--- config.mk ---
export PLATFORM = sky130hd
export DESIGN_NAME = min_16
export DESIGN_NICKNAME = d
export VERILOG_FILES = /design/src/rtl/min_16_pkg.sv /design/src/rtl/min_16_min_2_sel.sv /design/src/rtl/min_16.sv
export SDC_FILE = /design/constraint.sdc
export NUM_CORES = 1
export LEC_CHECK = 0
export ABC_AREA = 1
export BUFFER_PORTS_ARGS = -buffer_cell sky130_fd_sc_hd__buf_2
export CAP_MARGIN = 10
export CORE_MARGIN = 2
export CORE_UTILIZATION = 57
export DETAILED_ROUTE_END_ITERATION = 12
export GPL_ROUTABILITY_DRIVEN = 0
export GPL_TIMING_DRIVEN = 0
export PLACE_DENSITY = 0.82
export SLEW_MARGIN = 15
export SYNTH_ARGS = -nofsm -noshare
export SYNTH_HDL_FRONTEND = slang
export SYNTH_HIERARCHICAL = 1
export SYNTH_SLANG_ARGS = --single-unit
--- constraint.sdc ---
create_clock -name clk -period 0.8 [get_ports clk]
set_input_delay 0.04 -clock clk [delete_from_list [all_inputs] [get_ports clk]]
set_output_delay 0.04 -clock clk [all_outputs]
set_load 0.01 [all_outputs]
--- src/rtl/min_16_pkg.sv ---
// -----------------------------------------------------------------------------
// min_16_pkg
// Shared constants and types for the 16-way minimum finder.
//   MIN16_N_ELEM : number of candidates compared per evaluation
//   MIN16_IDX_W  : width of the winning-candidate index
//   MIN16_DEF_W  : default element width (cost value width)
//   min16_pair_t : (value, index) pair at the default element width
// -----------------------------------------------------------------------------
package min_16_pkg;

  localparam int MIN16_N_ELEM = 16;
  localparam int MIN16_IDX_W  = 4;
  localparam int MIN16_DEF_W  = 14;

  typedef struct packed {
    logic [MIN16_DEF_W-1:0] val;
    logic [MIN16_IDX_W-1:0] idx;
  } min16_pair_t;

  // Index carried by leaf i of the tree.
  function automatic logic [MIN16_IDX_W-1:0] min16_leaf_idx(input int i);
    return MIN16_IDX_W'(i);
  endfunction

endpackage

--- src/rtl/min_16_min_2_sel.sv ---
// -----------------------------------------------------------------------------
// min_2_sel
// One compare-select node of the minimum tree: forwards the smaller of two
// (value, index) pairs. Side a always holds the lower-index subtree, so equal
// values resolve to side a.
// Ports:
//   i_a_val, i_a_idx : pair from the lower-index subtree
//   i_b_val, i_b_idx : pair from the higher-index subtree
//   o_val, o_idx     : winning pair
// -----------------------------------------------------------------------------
module min_2_sel
  import min_16_pkg::*;
#(
  parameter int VAL_W = MIN16_DEF_W
) (
  input  logic [VAL_W-1:0]       i_a_val,
  input  logic [MIN16_IDX_W-1:0] i_a_idx,
  input  logic [VAL_W-1:0]       i_b_val,
  input  logic [MIN16_IDX_W-1:0] i_b_idx,
  output logic [VAL_W-1:0]       o_val,
  output logic [MIN16_IDX_W-1:0] o_idx
);

  logic w_take_b;

  // NOTE: strictly-less-than, so a tie keeps side a (the lower index); using
  // <= here would silently flip the tie-break at every node.
  assign w_take_b = (i_b_val < i_a_val);
  assign o_val    = w_take_b ? i_b_val : i_a_val;
  assign o_idx    = w_take_b ? i_b_idx : i_a_idx;

endmodule

--- src/rtl/min_16.sv ---
// -----------------------------------------------------------------------------
// min_16
// Minimum finder over 16 packed unsigned elements with registered outputs.
// Reports the smallest value and the lowest index holding it.
// Ports:
//   clk       : rising-edge clock
//   rst       : asynchronous active-high reset
//   in_valid  : min_array holds a set to evaluate this cycle
//   min_array : 16 elements, element i at [i*W +: W]
//   min       : smallest element value (registered)
//   min_index : index of the smallest element (registered)
//   out_valid : min/min_index belong to an accepted set
// Configuration:
//   MIN_16_PIPE_EN : when defined, registers the four level-2 survivors,
//                    giving a latency of 2 instead of 1.
// -----------------------------------------------------------------------------
module min_16
  import min_16_pkg::*;
#(
  parameter int ELEMENT_BIT_DEPTH = MIN16_DEF_W
) (
  input  logic                                    clk,
  input  logic                                    rst,
  input  logic                                    in_valid,
  input  logic [ELEMENT_BIT_DEPTH*MIN16_N_ELEM-1:0] min_array,
  output logic [ELEMENT_BIT_DEPTH-1:0]            min,
  output logic [MIN16_IDX_W-1:0]                  min_index,
  output logic                                    out_valid
);

  localparam int W = ELEMENT_BIT_DEPTH;

  // Tree levels: 16 leaves -> 8 -> 4 -> 2 -> 1. Each node carries the full
  // 4-bit index; the upper bits are constant within a subtree and fold away.
  logic [W-1:0]             w_l0_val    [16];
  logic [MIN16_IDX_W-1:0]   w_l0_idx    [16];
  logic [W-1:0]             w_l1_val    [8];
  logic [MIN16_IDX_W-1:0]   w_l1_idx    [8];
  logic [W-1:0]             w_l2_val    [4];
  logic [MIN16_IDX_W-1:0]   w_l2_idx    [4];
  logic [W-1:0]             w_l3_in_val [4];
  logic [MIN16_IDX_W-1:0]   w_l3_in_idx [4];
  logic [W-1:0]             w_l3_val    [2];
  logic [MIN16_IDX_W-1:0]   w_l3_idx    [2];
  logic [W-1:0]             w_root_val;
  logic [MIN16_IDX_W-1:0]   w_root_idx;
  logic                     w_stage_valid;

  for (genvar g = 0; g < 16; g++) begin : g_leaf
    assign w_l0_val[g] = min_array[g*W +: W];
    assign w_l0_idx[g] = min16_leaf_idx(g);
  end

  for (genvar g = 0; g < 8; g++) begin : g_l1
    min_2_sel #(.VAL_W(W)) u_sel (
      .i_a_val(w_l0_val[2*g]),   .i_a_idx(w_l0_idx[2*g]),
      .i_b_val(w_l0_val[2*g+1]), .i_b_idx(w_l0_idx[2*g+1]),
      .o_val  (w_l1_val[g]),     .o_idx  (w_l1_idx[g])
    );
  end

  for (genvar g = 0; g < 4; g++) begin : g_l2
    min_2_sel #(.VAL_W(W)) u_sel (
      .i_a_val(w_l1_val[2*g]),   .i_a_idx(w_l1_idx[2*g]),
      .i_b_val(w_l1_val[2*g+1]), .i_b_idx(w_l1_idx[2*g+1]),
      .o_val  (w_l2_val[g]),     .o_idx  (w_l2_idx[g])
    );
  end

`ifdef MIN_16_PIPE_EN
  logic [W-1:0]           r_mid_val [4];
  logic [MIN16_IDX_W-1:0] r_mid_idx [4];
  logic                   r_mid_valid;

  // NOTE: the mid-tree stage is reset like any other register so a reset
  // drops in-flight sets instead of letting stale survivors emerge.
  always_ff @(posedge clk or posedge rst) begin
    if (rst) begin
      for (int k = 0; k < 4; k++) begin
        r_mid_val[k] <= '0;
        r_mid_idx[k] <= '0;
      end
      r_mid_valid <= 1'b0;
    end else begin
      r_mid_valid <= in_valid;
      if (in_valid) begin
        for (int k = 0; k < 4; k++) begin
          r_mid_val[k] <= w_l2_val[k];
          r_mid_idx[k] <= w_l2_idx[k];
        end
      end
    end
  end

  assign w_l3_in_val   = r_mid_val;
  assign w_l3_in_idx   = r_mid_idx;
  assign w_stage_valid = r_mid_valid;
`else
  assign w_l3_in_val   = w_l2_val;
  assign w_l3_in_idx   = w_l2_idx;
  assign w_stage_valid = in_valid;
`endif

  for (genvar g = 0; g < 2; g++) begin : g_l3
    min_2_sel #(.VAL_W(W)) u_sel (
      .i_a_val(w_l3_in_val[2*g]),   .i_a_idx(w_l3_in_idx[2*g]),
      .i_b_val(w_l3_in_val[2*g+1]), .i_b_idx(w_l3_in_idx[2*g+1]),
      .o_val  (w_l3_val[g]),        .o_idx  (w_l3_idx[g])
    );
  end

  min_2_sel #(.VAL_W(W)) u_root (
    .i_a_val(w_l3_val[0]), .i_a_idx(w_l3_idx[0]),
    .i_b_val(w_l3_val[1]), .i_b_idx(w_l3_idx[1]),
    .o_val  (w_root_val),  .o_idx  (w_root_idx)
  );

  // NOTE: the result registers simply skip the update when no set arrives;
  // inside always_ff that is a clock-enabled flop, not a latch.
  always_ff @(posedge clk or posedge rst) begin
    if (rst) begin
      min       <= '0;
      min_index <= '0;
      out_valid <= 1'b0;
    end else begin
      out_valid <= w_stage_valid;
      if (w_stage_valid) begin
        min       <= w_root_val;
        min_index <= w_root_idx;
      end
    end
  end

endmodule

==> reports/metrics.yaml, run 1 <==
initial_core_util_pct: 58.06
grt.overflow.total: 3
cts_buffers: 3
yosysWarningCount: 6
num_rows: 49
synth_cell_type_count: 18
pre_cts_ws_ns: -4.859
clock-root-buffer: "clkbuf_16"
worstEndpointType: "register data pin"
yosysTopAreaCell: "nand2_1"
run_status: "did not finish"
ioPinCount: 246
clockBufferDepth: 2
htree_levels: 1
syn_area_per_cell_um2: 5.316
dp.final_hpwl_um: 24950
place_inst: 2491
die_x_um: 139.0
synth-seq-area-share_pct: 4.574
synth_top_area_share_pct: 33.19
stop_stage: "global routing (5_1_grt)"
crit_endpoint: "min_index[0]$_DFFE_PP0P_/D"
synthTopCellsByArea: "nand2_1 33%, ha_1 23%, nand3_1 14%"
grt_max_degree: 20
ys_ff_latch: 19
cts.sinks: 19
grtUsageTotal_pct: 77.21
fp.dieH_um: 139.0
synth_area_mm2: 0.01039
numPortBuffers: 245
error: "[ERROR GRT-0232] Routing congestion too high. Check the congestion heatmap in the GUI."
syn_inst: 1955
-- kinds of logic after synthesis --
family	share of synthesized area, %
flops	4.574
compound gates	2.167
other cells	0.07226
buf+inv	15.82
simple gates	53.89
fa+ha+maj	23.47
-- stage by stage --
stage | TNS (ns) | instance area (µm²) | util (%) | hold WS (ns)
after floorplan | -69.68 | 11540 | - | -0.008868
after global placement | -84.24 | 13050 | 72.92 | 0.1725
after detailed placement | -85.99 | 13050 | 72.92 | 0.1755
after CTS | -70.09 | 15480 | 86.48 | -0.09160
-- cell usage after synthesis, drive strengths merged --
library cell	count
nand2	954
conb	2
a21oi	45
nor2	75
dfrtp	19
clkbuf	15
buf	33
inv	332
nand3	285
ha	195
-- per-layer routing --
layer  GRT usage (%)  overflow
met1           74.97         0
met2           93.28         1
met4           77.25         2
met5           47.62         0
met3           63.54         0
-- what timing repair did --
action | in CTS
setup endpoints to repair | 36
pin swaps | 172
cloned | 9
setup buffers | 130
endpoints found under the hold margin | 20
gates resized for setup | 296
hold buffers | 1
==> run 2: changes to the inputs <==
CORE_UTILIZATION = 40   (was 57)
PLACE_DENSITY = unset   (was 0.82)
PLACE_DENSITY_LB_ADDON = 0.15   (was unset)
==> reports/metrics.yaml, run 2 <==
run_status: "complete, but fails checks"
failed_checks: "hold timing, setup timing"
synth_cell_type_count: 18
num_vias: 13910
clockBufferDepth: 2
yosysTopAreaCell: "nand2_1"
ioPinCount: 246
clk_latency_ns: 0.25
drtIter0Drc: 709
fp.dieH_um: 165.2
slew_headroom_pct: 53.47
antenna_found_initial: 1
synth-async-reset-ratio_pct: 100.0
synth-seq-area-share_pct: 4.574
worstSetupEndpointType: "register"
p_sw_share_pct: 52.85
numPortBuffers: 245
reg_top3: "min (14), min_index (4), out_valid (1)"
postCtsHoldBufs: 1
finClkSkew_ns: 0
hold_viol_final: 19
power_mw: 45.23
tightest_slew_ns: 0.6972
die_x_um: 165.2
critPathArrivalTime_ns: 5.21
yosysWarningCount: 6
p_sw_mw: 23.91
synth_most_common_cell: "nand2_1"
clock-root-buffer: "clkbuf_16"
tritoncts: "done"
synth_edf_count: 0
synth_top_family_by_area: "simple AND/OR/NAND/NOR gates"
synthTopCellsByCount: "919 x nand2_1, 331 x inv_1, 285 x nand3_1, 195 x ha_1"
yosys.area_share.xor_xnor_pct: 0
max_freq_ghz: 0.1994
num_rows: 58
min_period_over_period_pct: 627.0
worstPathRequired_ns: 0.99
drv_cap: 0
synthTopCellsByArea: "nand2_1 33%, ha_1 23%, nand3_1 14%"
report.final.slew_viol_count: 0
coreArea_mm2: 0.02533
cts.sinks: 19
vias_per_cell: 4.932
seq_power_share_pct: 3.6
ir_drop_uv: 2125
cp_slowest_cell: "ha_4"
htree_levels: 1
drt_wl_total_um: 39550
syn_inst: 1955
die_area_mm2: 0.02729
fin_crit_ns: 5.016
pwr-share-clk_pct: 2.2
drive_gt1_share_pct: 45.42
wire_per_inst_um: 14.02
place_inst: 2592
dp.final_hpwl_um: 26650
syn_area_per_cell_um2: 5.316
setup_tns_ns: -75.66
largest_reg_flops: 14
synth_compound_area_share_pct: 2.167
placed_area_mm2: 0.01318
fin_area_mm2: 0.01794
yosys.area_share.simple_pct: 53.89
drc: 0
fin_util_pct: 70.83
crit_top_cell: "nand2_4"
largest-register: "min"
synth_top_area_share_pct: 33.19
setup_viol: 33
area_growth_syn_to_layout_pct: 72.60
final_cell_mix: "675 x nand2_1, 246 x inv_1, 234 x nand3_1"
synth_area_mm2: 0.01039
startpoint_type: "input port"
hold_path_class: "in -> async"
ys_ff_latch: 19
cts_buffers: 3
grt_pass1_wl_um: 58370
first_pass_iters: 5
crit_type: "in -> reg"
synthFlopType: "dfrtp_1"
initial_core_util_pct: 41.04
worstPathMaxFanout: 8
grtUsageTotal_pct: 25.59
grt_pass1_vias: 13190
final_nets: 2913
internal-power_mw: 21.33
p_leak_nw: 10.46
power_frac_comb_pct: 94.1
hold_ws_ns: -0.1094
pre_cts_ws_ns: -4.922
ant_nets: 0
grt_max_degree: 20
synthAdderAreaFrac_pct: 23.47
layout_commonest_cell: "nand2_1"
synth_mux_area_share_pct: 0
power_density_mw_per_mm2: 2521
grt.overflow.total: 0
clkTransAtPathRegs_ns: 0.05
fin_cells: 2821
worst_slack_ns: -4.216
rsz0062_at_grt: "true"
slowest_delay_ns: 0.29
-- run 2: timing repair --
| item | CTS | global route |
|---|---|---|
| setup buffers | 164 | 47 |
| setup endpoints to repair | 37 | 37 |
| gates cloned | 7 | 5 |
| hold endpoints to repair | 20 | 19 |
| resized for setup | 419 | 287 |
| pin swaps | 210 | 217 |
-- run 2: area by class of cell --
cell class                      instances  area (µm²)
Buffer                                 48       595.6
Clock buffer                            3       75.07
Sequential cell                        19       475.5
Multi-Input combinational cell       1619       11670
Fill cell                            2060        7387
Inverter                              332        1321
Timing Repair Buffer                  468        3378
Tap cell                              330       412.9
Antenna cell                            1       2.502
Clock inverter                          1       5.005
-- run 2: worst max-delay path: cells and delay by family --
kind          cells  cell delay (ns)
fa+ha+maj         4             1.07
buf+inv           9             0.86
simple gates     33             3.21
-- run 2: logic make-up (layout without fill, tap and decap cells) --
group,after synthesis,in the layout
AOI/OAI and AO/OA,45,45
adders and majority gates,195,195
buffers and inverters,380,852
DFF,19,19
other,2,65
and+or+nand+nor,1314,1315
-- run 2: path summary, 6_finish.rpt --
kind / startpoint / endpoint / slack, ns / cells after the start
min: rst / min[4]$_DFFE_PP0P_ / -0.11 / 2
min in group clk: in_valid / min[2]$_DFFE_PP0P_ / 0.19 / 4
min reg2reg: min[10]$_DFFE_PP0P_ / min[10]$_DFFE_PP0P_ / 0.47 / 2
max reg2reg: min[4]$_DFFE_PP0P_ / min[4]$_DFFE_PP0P_ / 0.06 / 3
max in group asynchronous: rst / min[11]$_DFFE_PP0P_ / 0.47 / 2
max: min_array[11] / min[9]$_DFFE_PP0P_ / -4.22 / 46
-- run 2: layer usage --
metal	share of wire [%]	wire length, µm	track usage (%)	vias up
li1	-	-	-	7071
met1	40	15770	29.68	6301
met2	53	20790	50.27	440
met3	3.7	1451	0.7992	102
met4	3.9	1540	7.984	0
met5	0	0	0	-
-- run 2: power groups by stage --
stage                     Sequential, mW  Combinational [mW]  Clock (mW)
final                               1.64                42.6        1.01
after global routing                1.68                46.1        1.08
after CTS                           1.64                35.7        1.03
after detailed placement            1.68                24.8           0
after global placement              1.68                24.2           0
after floorplan                     1.82                18.2           0
Note: power is estimated with default switching activity, not from simulation.
==> run 3: changes to the inputs <==
PLACE_DENSITY = 0.73   (was unset)
PLACE_DENSITY_LB_ADDON = unset   (was 0.15)
SLEW_MARGIN = 10   (was 15)
clock period = 5.9 ns   (was 0.8 ns; I/O delays follow)
==> reports/metrics.yaml, run 3 (synthesis results as in run 2) <==
num_vias: 12620
ir_drop_uv: 299.7
startpoint_type: "input port"
area_growth_syn_to_layout_pct: 25.77
first_pass_iters: 5
setup.worst_path.start: "min_array[13]"
regArea_um2: 475.5
ant_nets: 0
critPathArrivalTime_ns: 5.79
layout_commonest_cell: "nand2_1"
initial_core_util_pct: 41.04
min_period_over_period_pct: 94.99
fp.dieH_um: 165.2
global_route.usage.met3_pct: 1.174
grt_pass1_wl_um: 48000
placed_area_mm2: 0.01227
tritoncts: "done"
largest_reg_flops: 14
postCtsHoldBufs: 0
final_cell_mix: "912 x nand2_1, 331 x inv_1, 283 x nand3_1"
place_inst: 2592
clockBufferDepth: 2
die_area_mm2: 0.02729
grt_max_degree: 20
drive_gt1_share_pct: 19.88
hold_path_class: "in -> async"
worst_slack_ns: 0.2956
num_rows: 58
fin_area_mm2: 0.01307
setup_tns_ns: 0
wire_per_inst_um: 11.58
dp.final_hpwl_um: 26090
top_usage_layer: "met2"
fin_crit_ns: 5.604
crit_type: "in -> reg"
worstSetupEndpointType: "register"
internal-power_mw: 1.730
drtIter0Drc: 833
max_freq_ghz: 0.1784
grt_pass1_vias: 10750
power_mw: 3.953
hold_viol_final: 0
numPortBuffers: 245
antenna_found_initial: 1
clkTransAtPathRegs_ns: 0.05
coreArea_mm2: 0.02533
tightest_slew_ns: 0.6911
clk_latency_ns: 0.25
p_sw_share_pct: 56.24
slowest_delay_ns: 0.30
cts_buffers: 3
drv_cap: 0
setup_viol: 0
met2_usage_pct: 36.53
cp_slowest_cell: "ha_1"
drt_wl_total_um: 30990
grtUsageTotal_pct: 20.98
final_nets: 2767
cts.sinks: 19
hold_ws_ns: 0.1477
use_met1_pct: 28.91
grt.overflow.total: 0
power_density_mw_per_mm2: 302.4
run_status: "finished clean"
vias_per_cell: 4.717
worstPathRequired_ns: 6.08
fin_util_pct: 51.62
p_leak_nw: 8.894
pwr-share-clk_pct: 3.5
worstPathMaxFanout: 10
crit_top_cell: "nand2_1"
finClkSkew_ns: 0
slew_headroom_pct: 53.88
ioPinCount: 246
largest-register: "min"
multi_input_area_mm2: 0.008626
htree_levels: 1
seq_power_share_pct: 5.7
die_x_um: 165.2
power_frac_comb_pct: 90.8
report.final.slew_viol_count: 0
pre_cts_ws_ns: -0.2808
clock-root-buffer: "clkbuf_16"
nFillCells: 2627
drc: 0
reg_top3: "min (14), min_index (4), out_valid (1)"
timing.rr.start: "min_index[3]$_DFFE_PP0P_"
p_sw_mw: 2.223
fin_cells: 2675
run 3: cell types whose count changed in the layout (fill, tap and decap cells not counted), moves of 41 or more:
cell | before | now
buf_6 | 77 | 19
nand3_2 | 48 | 2
nand2_2 | 173 | 24
buf_4 | 185 | 81
nand2_1 | 675 | 912
buf_2 | 214 | 255
nand3_1 | 234 | 283
inv_2 | 64 | 0
nand2_4 | 99 | 19
ha_1 | 89 | 194
ha_4 | 105 | 1
inv_1 | 246 | 331
run 3: power groups by stage:
stage                     Combinational (mW)  Clock, mW  Sequential [mW]
after floorplan                         2.38          0            0.246
after global placement                  3.10          0            0.227
after detailed placement                3.19          0            0.228
after CTS                               3.25      0.139            0.226
after global routing                    4.07      0.146            0.232
final                                   3.59      0.137            0.227
run 3: area by class of cell:
cell class | instances | share of cell area [%]
multi-input combinational | 1620 | 65.98
timing repair buffer | 321 | 13.84
inverter | 332 | 9.590
sequential | 19 | 3.637
buffer | 48 | 3.168
tap | 330 | 3.159
clock buffer | 4 | 0.6030
antenna | 1 | 0.01914
run 3: path summary, 6_finish.rpt:
check                                           end  slack [ns]  cells past startpoint
setup / recovery                 min[9]$_DFFE_PP0P_        0.30                     47
max in group asynchronous  min_index[2]$_DFFE_PP0P_        5.31                      2
min in group clk                out_valid$_DFF_PP0_        0.19                      1
hold / removal                   min[9]$_DFFE_PP0P_        0.15                      2
hold reg to reg                 min[10]$_DFFE_PP0P_        0.47                      2
setup reg to reg           min_index[3]$_DFFE_PP0P_        5.27                      2
run 3: metal layers:
layer  wire length, µm  share of wire [%]
met1             14530                 47
met2             14360                 46
met3              1650                5.3
met4               448                1.4
met5                 0                  0
run 3: worst max-delay path: cells and delay by family:
family	cells	cell delay, ns
adders and majority gates	4	1.16
buffers and inverters	10	0.98
and+or+nand+nor	33	3.36
run 3: what timing repair did:
action | 4_1_cts | 5_1_grt
endpoints found under the setup margin | 9 | 18
resized for setup | 0 | 48
cloned | 0 | 2
endpoints found under the hold margin | 0 | 0
setup buffers | 4 | 72
pin swaps | 2 | 38
==> run 4: changes to the inputs <==
CORE_UTILIZATION = 44   (was 40)
PLACE_DENSITY = 0.78   (was 0.73)
clock period = 7.18 ns   (was 5.9 ns; I/O delays follow)
==> reports/metrics.yaml, run 4 (synthesis results as in run 2) <==
critPathArrivalTime_ns: 6.18
ant_nets: 0
setup_viol: 0
max_freq_ghz: 0.1670
setup.worst_path.start: "min_array[41]"
finClkSkew_ns: 0
antenna_found_initial: 3
worstSetupEndpointType: "register"
reg2reg_to: "min[1]$_DFFE_PP0P_"
clockBufferDepth: 2
crit_top_cell: "nand2_1"
largest_reg_flops: 14
die_area_mm2: 0.02487
tightest_slew_ns: 0.6894
rrSetupSlack_ns: 6.55
layout_commonest_cell: "nand2_1"
slew_headroom_pct: 53.99
multi_input_area_mm2: 0.008507
largest-register: "min"
clk_latency_ns: 0.25
final_cell_mix: "919 x nand2_1, 331 x inv_1, 285 x nand3_1"
grt.overflow.total: 0
num_vias: 12350
final_nets: 2689
die_x_um: 157.7
power_mw: 2.936
rsz0062_at_grt: "false"
cts.sinks: 19
ir_drop_uv: 211.9
hold_viol_final: 0
hold_ws_ns: 0.2080
drv_cap: 0
nFillCells: 2454
clock-root-buffer: "clkbuf_16"
tritoncts: "done"
num_rows: 56
reg_top3: "min (14), min_index (4), out_valid (1)"
wire_per_inst_um: 11.24
report.final.slew_viol_count: 0
cts_resized: 0
postCtsHoldBufs: 0
placed_area_mm2: 0.01225
drive_gt1_share_pct: 16.02
min_period_over_period_pct: 83.39
ff2ff_path_depth: 2
grt_max_degree: 20
drt_wl_total_um: 29080
coreArea_mm2: 0.02333
slowest_delay_ns: 0.29
p_leak_nw: 8.490
grt_pass1_wl_um: 47260
grtUsageTotal_pct: 22.47
cts_buffers: 3
cp_slowest_cell: "ha_1"
power_density_mw_per_mm2: 238.0
crit_type: "in -> reg"
regArea_um2: 475.5
worstPathMaxFanout: 10
initial_core_util_pct: 44.55
startpoint_type: "input port"
timing.rr.start: "min[1]$_DFFE_PP0P_"
numPortBuffers: 245
worstPathRequired_ns: 7.37
dp.final_hpwl_um: 25640
first_pass_iters: 7
htree_levels: 1
vias_per_cell: 4.774
setup_tns_ns: 0
fp.dieH_um: 157.7
cts_setup_buffers: 0
hold_path_class: "in -> async"
fin_crit_ns: 5.988
ioPinCount: 246
drc: 0
fin_util_pct: 52.89
grt_pass1_vias: 10750
area_growth_syn_to_layout_pct: 18.72
fin_area_mm2: 0.01234
run_status: "finished clean"
drtIter0Drc: 722
clkTransAtPathRegs_ns: 0.05
==> run 4: cell types whose count changed in the layout (fill, tap and decap cells not counted), sizes merged <==
cell    previous run  this run
buf              357       278
clkbuf            16        18
clkinv             0         1
diode              1         3
nand2            955       954
nor2              76        75
==> run 4: worst max path at each step <==
| stage | endpoint | slack (ns) | cells past startpoint |
|---|---|---|---|
| 2_1_floorplan | min[10]$_DFFE_PP0P_ | 1.95 | 43 |
| 3_3_place_gp | min_index[2]$_DFFE_PP0P_ | 1.08 | 43 |
| 3_5_place_dp | min_index[2]$_DFFE_PP0P_ | 0.99 | 43 |
| 4_1_cts | min_index[2]$_DFFE_PP0P_ | 1.22 | 43 |
| 5_1_grt | min_index[2]$_DFFE_PP0P_ | 0.63 | 43 |
| 6_report | min_index[2]$_DFFE_PP0P_ | 1.19 | 43 |
==> run 4: where the power goes <==
part	switching, mW	internal [mW]
logic	1.66	0.978
clock network	0.0389	0.0746
registers	0.0283	0.158
==> run 4: metal layers <==
metal,global-route usage [%],part of all wire (%)
met1,30.42,48
met2,38.94,46
met3,1.861,4.9
met4,4.459,1.9
met5,0,0
==> run 4: cell type report <==
class | instances | area share [%]
Multi-Input combinational cell | 1618 | 68.94
Inverter | 332 | 10.16
Timing Repair Buffer | 245 | 9.937
Sequential cell | 19 | 3.853
Tap cell | 319 | 3.235
Buffer | 48 | 3.164
Clock buffer | 3 | 0.6084
Antenna cell | 3 | 0.06084
Clock inverter | 1 | 0.04056
==> run 4: critical path: cells and delay by family <==
kind | cells | cell delay [ns]
and+or+nand+nor | 30 | 3.42
buffers and inverters | 9 | 1.23
adders and majority gates | 4 | 1.12
==> run 4: through the flow <==
step	instances	setup slack [ns]
2_1_floorplan	2017	1.953
3_3_place_gp	2581	1.078
3_5_place_dp	2581	0.9899
4_1_cts	2585	1.219
5_1_grt	2588	0.6259
6_report	2588	1.192
